[config.mk]
export PLATFORM = sky130hd
export DESIGN_NAME = jtpinpon_dwnld_flat
export DESIGN_NICKNAME = d
export VERILOG_FILES = /design/src/rtl/jtpinpon_dwnld_if.sv /design/src/rtl/jtpinpon_dwnld.sv /design/src/flat_wrapper.sv
export SDC_FILE = /design/constraint.sdc
export NUM_CORES = 1
export LEC_CHECK = 0
export BUFFER_PORTS_ARGS = -buffer_cell sky130_fd_sc_hd__buf_2
export CAP_MARGIN = 20
export CORE_ASPECT_RATIO = 1.5
export CORE_MARGIN = 2
export CORE_UTILIZATION = 55
export DETAILED_ROUTE_END_ITERATION = 10
export PLACE_DENSITY = 0.79
export SYNTH_ARGS = -nofsm -noshare
export SYNTH_HDL_FRONTEND = slang
export SYNTH_SLANG_ARGS = --single-unit
[constraint.sdc]
create_clock -name clk -period 2.45 [get_ports clk]
set_clock_uncertainty 0.1 [all_clocks]
set_input_delay 0 -clock clk [delete_from_list [all_inputs] [get_ports clk]]
set_output_delay 0 -clock clk [all_outputs]
set_load 0.02 [all_outputs]
[src/rtl/jtpinpon_dwnld_if.sv]
// Loader byte stream and SDRAM write-request bundle of the Pinpon ROM download stage.
// master = the download stage, slave = the loader/SDRAM side driving it.
interface jtpinpon_dwnld_if;
    logic [24:0] ioctl_addr;
    logic [7:0]  ioctl_dout;
    logic        ioctl_wr;
    logic        sdram_ack;
    logic [21:0] prog_addr;
    logic [7:0]  prog_data;
    logic [1:0]  prog_mask;
    logic        prog_we;

    modport master (
        input  ioctl_addr, ioctl_dout, ioctl_wr, sdram_ack,
        output prog_addr, prog_data, prog_mask, prog_we
    );

    modport slave (
        output ioctl_addr, ioctl_dout, ioctl_wr, sdram_ack,
        input  prog_addr, prog_data, prog_mask, prog_we
    );
endinterface

[src/rtl/jtpinpon_dwnld.sv]
// Pinpon ROM download stage: char/obj swizzle, PROM routing, 2-deep SDRAM write queue.
// Optional macro JTPINPON_DWNLD_SUM_EN builds the download checksum; otherwise sum reads 0.
module jtpinpon_dwnld #(
    parameter logic [21:0] SCR_START  = 22'h08000,
    parameter logic [21:0] OBJ_START  = 22'h0A000,
    parameter logic [24:0] PROM_START = 25'h0C000,
    parameter bit          SWAB       = 1'b1
) (
    input  logic             clk,
    input  logic             rst_n,
    input  logic             downloading,
    jtpinpon_dwnld_if.master bus,
    output logic             prom_we,
    output logic [10:0]      prom_addr,
    output logic [7:0]       prom_data,
    output logic             dwnld_busy,
    output logic             overflow,
    output logic [15:0]      sum
);
    localparam logic [21:0] PROM_LO  = PROM_START[21:0];
    localparam logic [10:0] PROM_OFS = PROM_START[10:0];

    typedef enum logic [1:0] {IDLE, REQ, GAP} state_t;

    typedef struct packed {
        logic [21:0] addr;
        logic [7:0]  data;
        logic [1:0]  mask;
    } entry_t;

    state_t      state;
    entry_t      fifo [2];
    logic        rd_ptr, wr_ptr;
    logic [1:0]  count;
    logic        dl_q;

    logic [21:0] a;
    logic [22:0] p;
    logic        is_prom, is_char, is_obj, lane;
    entry_t      in_entry, head;
    logic        wr_ok, prom_hit, push_req, pop, push, drop, avail, rise;

    always_comb begin
        a       = bus.ioctl_addr[21:0];
        is_prom = bus.ioctl_addr >= PROM_START;
        is_char = !is_prom && (a >= SCR_START) && (a < OBJ_START);
        is_obj  = !is_prom && (a >= OBJ_START) && (a < PROM_LO);
        p       = bus.ioctl_addr[22:0];
        if (is_char) begin
            p[0]   = a[3];
            p[3:1] = a[2:0] ^ 3'd1;
        end else if (is_obj) begin
            p[0]   = ~a[3];
            p[1]   = ~a[4];
            p[5:2] = {a[5], a[2:0]};
        end
        lane          = p[0] ^ SWAB;
        in_entry.addr = p[22:1];
        in_entry.data = bus.ioctl_dout;
        in_entry.mask = lane ? 2'b01 : 2'b10;
    end

    // A pop in the same cycle frees the slot, so a push into a full queue is only dropped without one.
    assign wr_ok    = downloading & bus.ioctl_wr;
    assign prom_hit = wr_ok & is_prom;
    assign push_req = wr_ok & ~is_prom;
    assign pop      = (state == REQ) & bus.sdram_ack;
    assign push     = push_req & ((count != 2'd2) | pop);
    assign drop     = push_req & (count == 2'd2) & ~pop;
    assign avail    = (count != 2'd0) | push;
    assign head     = (count != 2'd0) ? fifo[rd_ptr] : in_entry;
    assign rise     = downloading & ~dl_q;

    always_ff @(posedge clk or negedge rst_n) begin
        if (!rst_n) begin
            fifo[0] <= '0;
            fifo[1] <= '0;
            rd_ptr  <= 1'b0;
            wr_ptr  <= 1'b0;
            count   <= 2'd0;
        end else begin
            if (push) begin
                fifo[wr_ptr] <= in_entry;
                wr_ptr       <= ~wr_ptr;
            end
            if (pop) begin
                rd_ptr <= ~rd_ptr;
            end
            if (push && !pop) begin
                count <= count + 2'd1;
            end else if (pop && !push) begin
                count <= count - 2'd1;
            end
        end
    end

    // An empty queue forwards the incoming byte straight to the SDRAM request for one-cycle latency.
    always_ff @(posedge clk or negedge rst_n) begin
        if (!rst_n) begin
            state         <= IDLE;
            bus.prog_we   <= 1'b0;
            bus.prog_addr <= 22'd0;
            bus.prog_data <= 8'd0;
            bus.prog_mask <= 2'b11;
        end else begin
            case (state)
                IDLE, GAP: begin
                    if (avail) begin
                        state         <= REQ;
                        bus.prog_we   <= 1'b1;
                        bus.prog_addr <= head.addr;
                        bus.prog_data <= head.data;
                        bus.prog_mask <= head.mask;
                    end else begin
                        state <= IDLE;
                    end
                end
                REQ: begin
                    if (bus.sdram_ack) begin
                        state       <= GAP;
                        bus.prog_we <= 1'b0;
                    end
                end
                default: begin
                    state       <= IDLE;
                    bus.prog_we <= 1'b0;
                end
            endcase
        end
    end

    always_ff @(posedge clk or negedge rst_n) begin
        if (!rst_n) begin
            dl_q       <= 1'b0;
            overflow   <= 1'b0;
            prom_we    <= 1'b0;
            prom_addr  <= 11'd0;
            prom_data  <= 8'd0;
            dwnld_busy <= 1'b0;
        end else begin
            dl_q    <= downloading;
            prom_we <= prom_hit;
            if (prom_hit) begin
                prom_addr <= bus.ioctl_addr[10:0] - PROM_OFS;
                prom_data <= bus.ioctl_dout;
            end
            if (rise) begin
                overflow <= 1'b0;
            end
            if (drop) begin
                overflow <= 1'b1;
            end
            dwnld_busy <= downloading | (count != 2'd0) | (state != IDLE);
        end
    end

`ifdef JTPINPON_DWNLD_SUM_EN
    always_ff @(posedge clk or negedge rst_n) begin
        if (!rst_n) begin
            sum <= 16'd0;
        end else begin
            sum <= (rise ? 16'd0 : sum) + ((push | prom_hit) ? {8'd0, bus.ioctl_dout} : 16'd0);
        end
    end
`else
    assign sum = 16'd0;
`endif
endmodule
[src/flat_wrapper.sv]
// flat-port wrapper written by rule: the top's interface ports become plain ports
module jtpinpon_dwnld_flat 
#(
    parameter logic [21:0] SCR_START  = 22'h08000,
    parameter logic [21:0] OBJ_START  = 22'h0A000,
    parameter logic [24:0] PROM_START = 25'h0C000,
    parameter bit          SWAB       = 1'b1
)
  (clk, rst_n, downloading, prom_we, prom_addr, prom_data, dwnld_busy, overflow, sum, bus_ioctl_addr, bus_ioctl_dout, bus_ioctl_wr, bus_sdram_ack, bus_prog_addr, bus_prog_data, bus_prog_mask, bus_prog_we);
  jtpinpon_dwnld_if bus_i ();
  input  logic clk;
  input  logic rst_n;
  input  logic downloading;
  output logic prom_we;
  output logic [10:0] prom_addr;
  output logic [7:0] prom_data;
  output logic dwnld_busy;
  output logic overflow;
  output logic [15:0] sum;
  input wire logic [$bits(bus_i.ioctl_addr)-1:0] bus_ioctl_addr;
  input wire logic [$bits(bus_i.ioctl_dout)-1:0] bus_ioctl_dout;
  input wire logic [$bits(bus_i.ioctl_wr)-1:0] bus_ioctl_wr;
  input wire logic [$bits(bus_i.sdram_ack)-1:0] bus_sdram_ack;
  output wire logic [$bits(bus_i.prog_addr)-1:0] bus_prog_addr;
  output wire logic [$bits(bus_i.prog_data)-1:0] bus_prog_data;
  output wire logic [$bits(bus_i.prog_mask)-1:0] bus_prog_mask;
  output wire logic [$bits(bus_i.prog_we)-1:0] bus_prog_we;
  assign bus_i.ioctl_addr = bus_ioctl_addr;
  assign bus_i.ioctl_dout = bus_ioctl_dout;
  assign bus_i.ioctl_wr = bus_ioctl_wr;
  assign bus_i.sdram_ack = bus_sdram_ack;
  assign bus_prog_addr = bus_i.prog_addr;
  assign bus_prog_data = bus_i.prog_data;
  assign bus_prog_mask = bus_i.prog_mask;
  assign bus_prog_we = bus_i.prog_we;
  jtpinpon_dwnld #(.SCR_START(SCR_START), .OBJ_START(OBJ_START), .PROM_START(PROM_START), .SWAB(SWAB)) u_core (.clk(clk), .rst_n(rst_n), .downloading(downloading), .bus(bus_i), .prom_we(prom_we), .prom_addr(prom_addr), .prom_data(prom_data), .dwnld_busy(dwnld_busy), .overflow(overflow), .sum(sum));
endmodule
==> results.txt <==
status = finished, final reports clean
Hold Crit Class = in2async
Vias = 4582
ANT cells = 0
leakage = 0.00371 uW
Core Footprint = 10100 um2
Synth warnings = 0
pwr dens = 1050 nW/um2
crit path launch type = input pin
met2 usage = 43.7%
largest net degree at the start of global routing = 58
total negative setup slack = 0 ns
Syn Inst Count = 561
critical path required time = 2.68 ns
Tcrit/Tclk final = 94.2%
Layout Nets = 734
Port Buffers = 92
Routed WL per cell = 16.8 um
DRT Wirelength = 13900 um
number of synthesized register bits = 126
RR Startpoint = u_core.state[1]
R2R Setup Slk = 0.45 ns
CP arrival = 2.54 ns
TritonCTS clock tree = built
# Max-Cap Violations = 0
Max IR drop VDD = 0.622 mV
final setup vio count = 0
CTS root buf = clkbuf_16
Core Util, Final = 71.3%
Area Overhead vs Synth = 27.1%
synthesized cell area = 5660 um2
Yosys cell types = 46
cell repeated most along the worst path = dlygate4sd3_1
initial drt markers = 243
first-pass GRT wire length = 22300 um
RSZ-0062 raised after global routing = false
post-detail-place hpwl = 8940 um
post-synthesis sequential area ratio = 55.8%
Clock Sink Count = 126
die area = 11100 um2
slowest stage cell, crit path = dlygate4sd3_1
DIE HEIGHT = 128 um
number of global-route vias before repair = 4474
Crit. End Element = flip-flop
H-tree levels = 4
Initial Util = 56.1%
Finished Layout Cells = 825
fill cell count = 695
Final min period = 2.31 ns
grt ovf = 0
syn_area_per_cell = 10.1 um2
TritonCTS buffer count = 17
FF-to-FF path depth = 6
GRT Total Usage = 26.2%
Rows = 45
1st-pass router iterations = 4
antenna violations before repair = 0
Seq. cell area = 3160 um2
placed cell count = 755
worst path cell trace = dlygate4sd3_1, buf_2, nor4_4, dlygate4sd3_1, nand4_1, nor2b_1, ha_1, nor2_1, xor2_1
largest area contributor in the netlist = dfrtp_1
Slew @ Worst Pin = 0.586 ns
kind of critical path = in2reg
Routed Antenna Nets = 0
Crit Path Max Fanout = 2
Worst path max stage delay = 0.60 ns
CTS max path bufs = 2
Worst-path clk slew = 0.05 ns
Synth area leaders = dfrtp_1 55%, nand2_1 8.3%, mux2i_1 5.8%, mux2_2 5.0%, o21ai_0 4.1%
average vias per placed instance = 5.55
global routing's busiest layer = met2
Die Wd = 86.8 um
fmax = 0.434 GHz
Multi-input gate area = 2270 um2
Synth top area share = 54.9%
DRC = 0
Worst-Skew Late Latency = 0.42 ns
normalized max-slew margin = 60.9%
layout cell share with drive strength beyond 1 = 26.0%
FF-to-FF End = u_core.count[1]
Pins Over Slew Limit = 0
Fin. Hold Viols = 0
routing usage on met1 = 31.4%
I/O pins = 109
GR Layer Usage met3 = 6.37%
Routability Congestion = 0.842
where the power goes:
group          internal [uW]  total, uW  switching, uW
clock network           1590       2510            915
logic                    830       2300           1470
registers               2460       2740            279
synth_stat cells, drive strengths merged:
cell type,number
nand2,125
dfrtp,124
o21ai,65
nor2,40
a21oi,38
mux2i,34
buf,32
mux2,25
clkbuf,18
and2,14
nor2b,6
nand4,4
xor2,4
a211oi,3
dfstp,2
inv,2
nand3,2
nand3b,2
nor3,2
or2,2
xnor2,2
a21o,1
a22oi,1
and3,1
and3b,1
and4,1
conb,1
ha,1
nand2b,1
nand4b,1
nor3b,1
nor4,1
nor4b,1
o21a,1
o22a,1
or4,1
area by class of cell:
class / count / share of cell area (%)
clock inverter: 15 / 2.39
sequential: 126 / 43.9
timing repair buffer: 150 / 14.0
multi-input combinational: 398 / 31.7
clock buffer: 17 / 5.92
inverter: 2 / 0.104
tap: 117 / 2.04
layout by cell type, fill, tap and decap left out, drive strengths merged, types with 16 or more instances in the layout:
cell / Yosys / final
o21ai: 65 / 65
dfrtp: 124 / 124
clkbuf: 18 / 17
nand2: 125 / 125
mux2i: 34 / 34
dlygate4sd3: 0 / 37
conb: 1 / 16
nor2: 40 / 40
mux2: 25 / 25
a21oi: 38 / 38
buf: 32 / 113
cell families (layout without fill, tap and decap cells):
kind of cell | after synthesis | count (layout) | share of synthesized area [%]
AO/OA/AOI/OAI | 110 | 110 | 10.1
XOR/XNOR | 6 | 6 | 0.929
adder cells (fa/ha/maj) | 1 | 1 | 0.221
buffers and inverters | 52 | 184 | 5.18
flip-flops | 126 | 126 | 55.8
multiplexers | 59 | 59 | 11.1
other | 1 | 16 | 0.0663
AND/OR/NAND/NOR | 206 | 206 | 16.6
how the worst max path moves through the flow:
| stage | from | slack, ns | cells past startpoint | end |
|---|---|---|---|---|
| floorplan | u_core.state[0] | 0.73 | 7 | u_core.count[1] |
| global placement | bus_ioctl_addr[19] | 0.63 | 7 | u_core.bus.prog_addr[3] |
| detailed placement | u_core.state[1] | 0.50 | 6 | u_core.count[1] |
| CTS | bus_ioctl_addr[22] | 0.02 | 9 | u_core.count[1] |
| global route | bus_ioctl_addr[24] | 0.06 | 9 | u_core.count[1] |
| finish | bus_ioctl_addr[24] | 0.14 | 9 | u_core.count[1] |
metal layers:
| layer | share of wire (%) | vias to the layer above |
|---|---|---|
| li1 | - | 2120 |
| met1 | 40 | 2266 |
| met2 | 52 | 161 |
| met3 | 4.2 | 35 |
| met4 | 3.4 | 0 |
| met5 | 0 | - |
metrics by stage:
stage / power [uW] / setup slack [ns] / hold WS [ns] / instance area, um2
floorplan: 4240 / 0.734 / -0.396 / 5710
global placement: 4930 / 0.626 / -0.0715 / 6210
detailed placement: 4990 / 0.499 / -0.0567 / 6210
CTS: 7550 / 0.0214 / 0.0551 / 7180
global route: 7880 / 0.0577 / 0.0799 / 7190
finish: 7540 / 0.143 / 0.0286 / 7190
critical path, delay by kind of cell:
family | cells | cell delay [ns]
fa+ha+maj | 1 | 0.29
buf+inv | 3 | 1.28
xor+xnor | 1 | 0.18
simple gates | 4 | 0.79
sequential cells by signal, summed over array words and instances, names as in the netlist, 2 cells and up:
name / cells
u_core.bus.prog_mask: 2
u_core.count: 2
u_core.bus.prog_addr: 22
u_core.prom_data: 8
u_core.state: 2
u_core.bus.prog_data: 8
u_core.prom_addr: 11
u_core.fifo: 64
repair_timing:
item / CTS / global route
endpoints found under the setup margin: 0 / 1
resized for setup: 0 / 0
hold endpoints to repair: 203 / 0
setup buffers: 0 / 1
hold buffers: 37 / 0
Power figures use the tool's default switching activity.
